[src/rtl/add_pipe_8b.sv]
// add_pipe_8b: two-stage pipelined 8-bit adder with valid/ready handshake.
// Stage 1 adds the low nibble; stage 2 adds the high nibble with the
// registered nibble carry and drives sum/cout straight from its registers.
module add_pipe_8b (
   input  logic       clk,
   input  logic       rst,
   input  logic       in_valid,
   output logic       in_ready,
   input  logic [7:0] a,
   input  logic [7:0] b,
   input  logic       cin,
   output logic       out_valid,
   input  logic       out_ready,
   output logic [7:0] sum,
   output logic       cout
);

   localparam int unsigned W  = 8;
   localparam int unsigned HW = W / 2;

   // 4-bit ripple-carry slice; returns {carry_out, sum[3:0]}
   function automatic logic [HW:0] ripple4(
      input logic [HW-1:0] x,
      input logic [HW-1:0] y,
      input logic          ci
   );
      logic          c;
      logic [HW-1:0] s;
      c = ci;
      s = '0;
      for (int i = 0; i < int'(HW); i++) begin
         s[i] = x[i] ^ y[i] ^ c;
         c    = (x[i] & y[i]) | (c & (x[i] ^ y[i]));
      end
      return {c, s};
   endfunction

   // Stage-1 state
   logic          v1;
   logic [HW-1:0] s1_lo;
   logic          s1_c4;
   logic [HW-1:0] s1_a_hi;
   logic [HW-1:0] s1_b_hi;

   // Stage-2 state (sum/cout are the data registers themselves)
   logic          v2;

   // Handshake / load enables
   logic          ld1;
   logic          ld2;
   logic [HW:0]   lo_res;
   logic [HW:0]   hi_res;

   // Load enables: a stage advances when empty or when its consumer advances
   always_comb begin
      ld2      = ~v2 | out_ready;
      ld1      = ~v1 | ld2;
      in_ready = ~v1 | ~v2 | out_ready;
   end

   // Nibble adders for both stages
   always_comb begin
      lo_res = ripple4(a[HW-1:0], b[HW-1:0], cin);
      hi_res = ripple4(s1_a_hi, s1_b_hi, s1_c4);
   end

   // Stage 1: low nibble result, nibble carry and the high operand nibbles
   always_ff @(posedge clk or posedge rst) begin
      if (rst) begin
         v1      <= 1'b0;
         s1_lo   <= '0;
         s1_c4   <= 1'b0;
         s1_a_hi <= '0;
         s1_b_hi <= '0;
      end else if (ld1) begin
         v1      <= in_valid & in_ready;
         s1_lo   <= lo_res[HW-1:0];
         s1_c4   <= lo_res[HW];
         s1_a_hi <= a[W-1:HW];
         s1_b_hi <= b[W-1:HW];
      end
   end

   // Stage 2: high nibble result joined with the low nibble; holds while stalled
   always_ff @(posedge clk or posedge rst) begin
      if (rst) begin
         v2   <= 1'b0;
         sum  <= '0;
         cout <= 1'b0;
      end else if (ld2) begin
         v2   <= v1;
         sum  <= {hi_res[HW-1:0], s1_lo};
         cout <= hi_res[HW];
      end
   end

   assign out_valid = v2;

endmodule

[config.mk]
export PLATFORM = sky130hd
export DESIGN_NAME = add_pipe_8b
export DESIGN_NICKNAME = d
export VERILOG_FILES = /design/src/rtl/add_pipe_8b.sv
export SDC_FILE = /design/constraint.sdc
export NUM_CORES = 1
export LEC_CHECK = 0
export BUFFER_PORTS_ARGS = -buffer_cell sky130_fd_sc_hd__buf_4
export CELL_PAD_IN_SITES_DETAIL_PLACEMENT = 0
export CELL_PAD_IN_SITES_GLOBAL_PLACEMENT = 1
export CORE_MARGIN = 4
export CORE_UTILIZATION = 43
export DETAILED_ROUTE_END_ITERATION = 10
export GPL_TIMING_DRIVEN = 0
export HOLD_SLACK_MARGIN = 0.12
export PLACE_DENSITY = 0.86
export SETUP_SLACK_MARGIN = 0.4
export SLEW_MARGIN = 20
export SYNTH_ARGS = -nofsm -noshare
export SYNTH_HDL_FRONTEND = slang
export SYNTH_SLANG_ARGS = --single-unit
[constraint.sdc]
create_clock -name clk -period 4.45 [get_ports clk]
set_input_delay 0.2225 -clock clk [delete_from_list [all_inputs] [get_ports clk]]
set_output_delay 0.2225 -clock clk [all_outputs]
set_load 0.05 [all_outputs]
Yosys cells after proc, flatten, opt, wreduce, memory -nomap -nowiden
Index checks and enable logic that the tools add are counted.

word-level totals
  register bits after elaboration = 24
  input bits = 21
  output and inout port bits = 11
  logic and storage cells = 55

operators by class
  bitwise gates (word level) = 47

operators by type and width
  cell         count
  $and 1x1->1  17
  $xor 1x1->1  16
  $or 1x1->1   12
  $not 1->1    2

Depth between registers and ports, before layout
Gate-level depths: netlist (run 1).

  depth in word-level cells = 9
  depth in mapped cells = 8
  gate-level depth less buffers = 8

Least setup slack after synthesis (run 1)
No wires, ideal clock.

  path kind = register -> register
  from = reg s1_c4
  to = reg sum[7]
  library setup time = 0.078 ns
  data arrival time = 1.922 ns
  required time = 4.372 ns
  setup slack = 2.450 ns
  stages on the path, launching flop included = 9
  path buffers = 0
  clock period less this slack = 2.000 ns
  cell sequence = dfrtp_1 > inv_1 > fa_1 > inv_1 > fa_1 > fa_1 > inv_1 > fa_1 > a21oi_1

on the way
  word-level cells in the longest chain between the ends = 7

ends and longest elaborated chain
  element                 RTL line  RTL
  start, declared         41        logic s1_c4;
  start signal, assigned  78        s1_c4 <= lo_res[HW];
  $and 1x1->1             33        c = (x[i] & y[i]) | (c & (x[i] ^ y[i]));
  $or 1x1->1              33
  $and 1x1->1             33
  $or 1x1->1              33
  $and 1x1->1             33
  $or 1x1->1              33
  $xor 1x1->1             32        s[i] = x[i] ^ y[i] ^ c;
  end signal, assigned    92        sum <= {hi_res[HW-1:0], s1_lo};
  end, declared           14        output logic [7:0] sum,

No other way between the ends.
A chain may end at the register's enable or synchronous reset.

Worst setup path after layout (run 1)
  from = reg s1_a_hi[0]
  to = reg sum[7]

on the way
  word-level cells in the longest chain between the ends = 8
  elaborated cells on any way between the ends = 9
  classes of those cells = bitwise (9)

ends and longest elaborated chain
  element                 RTL line  RTL
  start, declared         42        logic [HW-1:0] s1_a_hi;
  start signal, assigned  79        s1_a_hi <= a[W-1:HW];
  $xor 1x1->1             33
  $and 1x1->1             33
  $or 1x1->1 (*)          33
  $and 1x1->1 (*)         33
  $or 1x1->1 (*)          33
  $and 1x1->1 (*)         33
  $or 1x1->1 (*)          33
  $xor 1x1->1 (*)         32

Mark *: on every way between the ends. The rest lies on a longest branch, timed or not.

==> results of run 1 <==
[layer usage]
metal,up-vias,global-route usage (%)
met2,15,21.2
li1,324,-
met5,-,0
met3,2,1.96
met1,328,15.3
met4,0,3.80
[worst max path at each step]
stage / startpoint / end / slack (ns) / cells past startpoint
final: s1_a_hi[0] / sum[7] / 2.29 / 8
after global routing: s1_a_hi[0] / sum[7] / 2.15 / 8
after CTS: s1_c4 / sum[7] / 2.28 / 8
after detailed placement: s1_c4 / sum[7] / 2.31 / 8
after global placement: s1_c4 / sum[7] / 2.34 / 8
after floorplan: s1_c4 / sum[7] / 2.45 / 8
[worst max-delay path: cells and delay by family (launching register included)]
kind                     cells  cell delay [ns]
adder cells (fa/ha/maj)      4             1.34
flip-flops                   1             0.41
buffers and inverters        3             0.21
AO/OA/AOI/OAI                1             0.14
[power breakdown]
| group | internal, W | leakage [nW] | total [W] | switching, W |
|---|---|---|---|---|
| combinational | 0.0000995 | 0.458 | 0.000253 | 0.000154 |
| clock | 0.0000499 | 0.0210 | 0.000111 | 0.0000612 |
| sequential | 0.000262 | 0.276 | 0.000287 | 0.0000248 |
[cells by family (layout without fill, tap and decap cells)]
group | count (synthesis) | after routing | synth area share, %
DFF | 24 | 24 | 52.4
buffers and inverters | 19 | 56 | 6.99
adders and majority gates | 8 | 8 | 14.0
AOI/OAI and AO/OA | 3 | 3 | 1.31
muxes | 19 | 19 | 20.0
and+or+nand+nor | 7 | 7 | 5.35
[sequential cells by signal, summed over array words and instances (netlist names)]
name	cells
out_valid	1
cout	1
s1_b_hi	4
s1_a_hi	4
s1_c4	1
s1_lo	4
v1	1
sum	8
[metrics by stage]
step                cells  util (%)  cell area, µm²  hold WS (ns)
floorplan              80         -            1150         0.237
CTS                   147      58.9            1470         0.136
global placement      141      56.7            1420         0.422
finish                147      58.9            1470         0.137
global route          147      58.9            1470         0.129
detailed placement    141      56.7            1420         0.424
[layout by cell type (no fill, tap or decap), types with 2 or more instances in the layout]
| cell | count |
|---|---|
| a21oi_1 | 3 |
| buf_4 | 31 |
| clkbuf_4 | 3 |
| dfrtp_1 | 24 |
| dlygate4sd3_1 | 2 |
| fa_1 | 8 |
| inv_1 | 17 |
| mux2_2 | 11 |
| mux2_4 | 5 |
| mux2i_1 | 3 |
| nand2b_1 | 3 |
| nor3b_1 | 3 |
[final cells by class]
cell class / instances / area share, %
buffer: 2 / 1.10
clock buffer: 4 / 2.46
inverter: 17 / 4.33
multi-input combinational: 37 / 31.6
sequential: 24 / 40.8
tap: 30 / 2.55
timing repair buffer: 33 / 17.2
==> qor.csv, run 1 <==
stage;metric;value;unit
routing;drtAntennaViolNets;0;
routing;drt_first_pass_iters;4;
synth;synth_edf_count;0;
layout;antennaDiodeCount;0;
die;die_h;59.6;µm
setup_path;r2r-end;sum[7];
hold_path;min_path_type;in -> reg;
die;dieArea;0.00356;mm²
clock_network;hold_buffers;2;
setup_path;cp.required;4.69;ns
power;power.total;0.000652;W
sta;skew;0.00497;ns
setup_path;cp-end-kind;flop;
place;portBuffers;31;
setup_path;crit_type;reg -> reg;
place;pre_cts_slack;2.31;ns
setup_path;slowest_stage;dfrtp_1;
synth;synthArstFlopShare;100;%
synth;ys_ff_latch;24;
die;ioPinCount;32;
sta;maxSlewHeadroom;42.5;%
routing;drt_iter0_markers;25;
clock_network;numCtsBuffers;3;
synth;syn_area;0.00115;mm²
setup_path;worst-path-max-fanout;2;
layout;register_area;601;µm²
setup_path;r2r_slack;2.29;ns
setup_path;r2r_cells;8;
hold_path;whs_endpoint;s1_a_hi[1];
synth;syn_avg_cell_area;14.3;µm²
sta;fmax;463;MHz
synth;ys.flop_type;dfrtp_1;
routing;remaining_drc_errors;0;
routing;wl_met1;800;µm
hold_path;min_from;a[5];
synth;yosysMostFrequentCell;dfrtp_1;
clock_network;cts_root_buf;clkbuf_4;
place;hpwl;1450;µm
sta;setup_ws;2.29;ns
hold_path;holdPathStages;2;
synth;ys_types;12;
synth;synth_commonest_cells;dfrtp_1, inv_1, mux2_2;
clock_network;cts_tree;done;
synth;syn_inst;80;
layout;fillers;198;
clock_network;clk_latency;0.30;ns
die;die_x;59.6;µm
setup_path;arrival;2.40;ns
sta;period_needed;2.16;ns
setup_path;cpPeakStageDelay;0.41;ns
layout;nets;147;
routing;wl_met2;948;µm
power;leakagePower;0.755;nW
routing;vias_per_cell;4.55;
setup_path;cpMostUsedCell;fa_1;
sta;setup_viol;0;
global_route;first_global_vias;757;
sta;fin_crit_sh;48.5;%
layout;drive_above_1_share;46.2;%
clock_network;clock_sinks;24;
synth;netlist_top_cells_area;dfrtp_1, fa_1, mux2_2;
clock_network;ctsResizeCount;0;
power;p_per_area;443;mW/mm²
sta;max_slew.worst_pin.slew;0.862;ns
power;max-vdd-ir-drop;285;µV
clock_network;h-tree-depth;1;
setup_path;cp-start-kind;flop;
synth;ys_seq_area_share;52.4;%
clock_network;clockBufferDepth;2;
setup_path;r2r-start;s1_a_hi[0];
synth;synth_fp_nets;109;
sta;rsz0062_at_grt;no;
routing;met3_length;67;µm
sta;hold_viol;0;
routing;vias;669;
sta;slew_violations;0;
layout;areaGrowthSynthToFinish;28.5;%
synth;synth_warnings;0;
routing;topRoutingLayerUsed;met4;
sta;tns;0;ns
flow_run;drv_cap;0;
die;rows;18;
routing;wirelength;1840;µm
global_route;antenna_found_initial;0;
status;status;complete, no violations;
clock_network;postCtsSetupBuffers;0;
synth;synth_top_cell_by_area;dfrtp_1;
global_route;grt_max_degree;25;
global_route;track_usage;12.1;%
global_route;grt_overflow;0;
place;gp_congestion;0.673;
die;core;0.00250;mm²
die;start_util;45.8;%
routing;wire_per_inst;12.5;µm
setup_path;cp_cell_sequence;inv_1 -> fa_1 -> inv_1 -> fa_1 -> fa_1 -> inv_1 -> fa_1 -> a21oi_1;
clock_network;clk_pin_slew;0.13;ns
layout;multiInputGateArea;465;µm²
global_route;grt_pass1_wl;3260;µm
synth;synth_top_area_share;52.4;%
Power figures use the tool's default switching activity.
==> run 2, diff against run 1 <==
Settings changed: ABC_AREA set to 1, CORE_UTILIZATION 43 to 38, PLACE_DENSITY 0.86 to 0.82.
Clock period 4.45 ns to 2.05 ns, I/O delays scaled along.
==> run 2 against run 1 <==
- wire length is 29% higher
- clock-buffer cell count unchanged
- final area grew 13%
- non-clock buffer count is 16 higher
- register-to-register slack worse by 2.3 ns
- critical path type unchanged
- largest cell class unchanged
- highest routed layer unchanged
==> qor.csv, run 2 <==
stage;metric;value;unit
synth;syn_inst;133;
clock_network;numCtsBuffers;3;
routing;wire_per_inst;10.5;µm
die;die_h;64.3;µm
place;pre_cts_slack;0.0140;ns
die;core;0.00305;mm²
place;gp_congestion;0.804;
die;start_util;39.5;%
setup_path;worst-path-max-fanout;2;
sta;fmax;490;MHz
hold_path;min_from;b[2];
sta;period_needed;2.04;ns
sta;max_slew.worst_pin.slew;0.860;ns
routing;drtAntennaViolNets;0;
global_route;grtUsageMet2;21.6;%
power;p_per_area;833;mW/mm²
synth;syn_area;0.00120;mm²
clock_network;cts_root_buf;clkbuf_4;
clock_network;clockBufferDepth;2;
layout;layout_commonest_cell;nand2_1;
routing;vias;986;
setup_path;cp-start-kind;flop;
sta;setup_ws;0.00861;ns
sta;hold_viol;0;
synth;synth_fp_nets;162;
sta;setup_viol;0;
clock_network;h-tree-depth;1;
global_route;track_usage;13.1;%
synth;ys_ff_latch;24;
synth;synth_warnings;0;
place;place_area;0.00150;mm²
layout;largest_register_ffs;8;
global_route;grt_use_met3;2.46;%
routing;remaining_drc_errors;0;
synth;ys.flop_type;dfrtp_1;
synth;syn_avg_cell_area;9.06;µm²
synth;synth_top_cell_by_area;dfrtp_1;
synth;yosysMostFrequentCell;nand2_1;
hold_path;min_path_type;in -> reg;
sta;slew_violations;0;
setup_path;arrival;2.30;ns
die;rows;20;
setup_path;cp-startpoint;s1_b_hi[0];
sta;maxSlewHeadroom;42.6;%
place;portBuffers;31;
sta;rsz0062_at_grt;yes;
layout;antennaDiodeCount;0;
global_route;grt_overflow;0;
die;ioPinCount;32;
synth;ys_types;10;
setup_path;cp.required;2.31;ns
synth;netlist_top_cells_area;dfrtp_1, nand2_1, fa_1;
synth;synth_top_area_share;49.8;%
setup_path;crit_type;reg -> reg;
global_route;antenna_found_initial;0;
layout;layout_common_cells;nand2_1, buf_4, dfrtp_1;
synth;synth_commonest_cells;nand2_1, dfrtp_1, inv_1;
setup_path;cp-end-kind;flop;
routing;drt_first_pass_iters;4;
setup_path;r2r-start;s1_b_hi[0];
routing;wirelength;2370;µm
die;dieArea;0.00414;mm²
layout;finish.instance_area;0.00167;mm²
sta;hold_slack;0.185;ns
power;power.total;0.00139;W
routing;vias_per_cell;4.38;
global_route;grt_max_degree;25;
clock_network;cts_tree;done;
global_route;met1_usage;16.7;%
synth;synthArstFlopShare;100;%
clock_network;clock_sinks;24;
power;max-vdd-ir-drop;207;µV
die;die_x;64.3;µm
global_route;top_usage_layer;met2;
layout;drive_above_1_share;29.3;%
layout;nets;211;
status;status;complete, no violations;
layout;fin_util;54.7;%
sta;skew;0.00871;ns
place;hpwl;1770;µm
layout;regMostFlops;sum;
power;leakagePower;0.916;nW
routing;drt_iter0_markers;60;
global_route;first_global_vias;996;
layout;areaGrowthSynthToFinish;38.5;%
global_route;grt_pass1_wl;4320;µm
sta;fin_crit_sh;99.6;%
synth;synth_edf_count;0;
clock_network;clk_pin_slew;0.13;ns
flow_run;drv_cap;0;
clock_network;clk_latency;0.31;ns
synth;ys_seq_area_share;49.8;%
## run 2: changes by cell type after synthesis, sizes merged
cell,delta
nand2,+47
mux2,-16
nand4,+13
nand3,+10
inv,+7
buf,+5
a21oi,-3
mux2i,-3
nand2b,-3
nor3b,-3
nand3b,-1
## run 2: cell families (layout without fill, tap and decap cells)
group | Yosys count | after routing | synth area share, %
DFF | 24 | 24 | 49.8
and+or+nand+nor | 70 | 70 | 26.0
buffers and inverters | 31 | 79 | 10.9
adders and majority gates | 8 | 8 | 13.3
## run 2: routing by layer
layer	wire length [µm]	part of all wire (%)
met1	1110	47
met3	112	4.7
met2	1100	47
met5	0	0
met4	41	1.7
## run 2: worst paths after layout
path	end	slack, ns	cells past startpoint
setup / recovery	sum[7]	0.009	10
hold / removal	s1_lo[2]	0.19	4
setup reg to reg	sum[7]	0.009	10
hold reg to reg	sum[1]	0.49	2
max in group asynchronous	s1_lo[2]	1.00	3
min in group asynchronous	s1_b_hi[2]	0.52	3
## run 2: timing repair
action	4_1_cts	5_1_grt
endpoints found under the hold margin	34	0
setup buffers	0	1
gates resized for setup	2	2
hold buffers	12	0
endpoints found under the setup margin	3	4
pin swaps	0	0
## run 2: final cells by class
class,count,area (µm²)
fill,318,1380
multi-input combinational,78,483
sequential,24,601
inverter,24,90.1
tap,44,55.1
buffer,7,43.8
timing repair buffer,44,360
clock buffer,4,36.3
## run 2: stage by stage
stage          std cells   TNS, ns
2_1_floorplan        133         0
3_3_place_gp         208         0
3_5_place_dp         208         0
4_1_cts              224  -0.00273
5_1_grt              225    -0.110
6_report             225         0
## run 2: report_power, final
group          internal, W  total, W  switching (W)
clock network     0.000108  0.000241       0.000132
registers         0.000560  0.000612      0.0000520
logic             0.000193  0.000538       0.000346
## run 2: worst max-delay path: stages (launching register included)
cell and delay, ns:
dfrtp_1 0.40, inv_1 0.07, fa_1 0.18, inv_2 0.04, fa_2 0.34, fa_2 0.34, inv_2 0.06, fa_1 0.39
inv_1 0.06, nand2_1 0.05, nand2_1 0.06
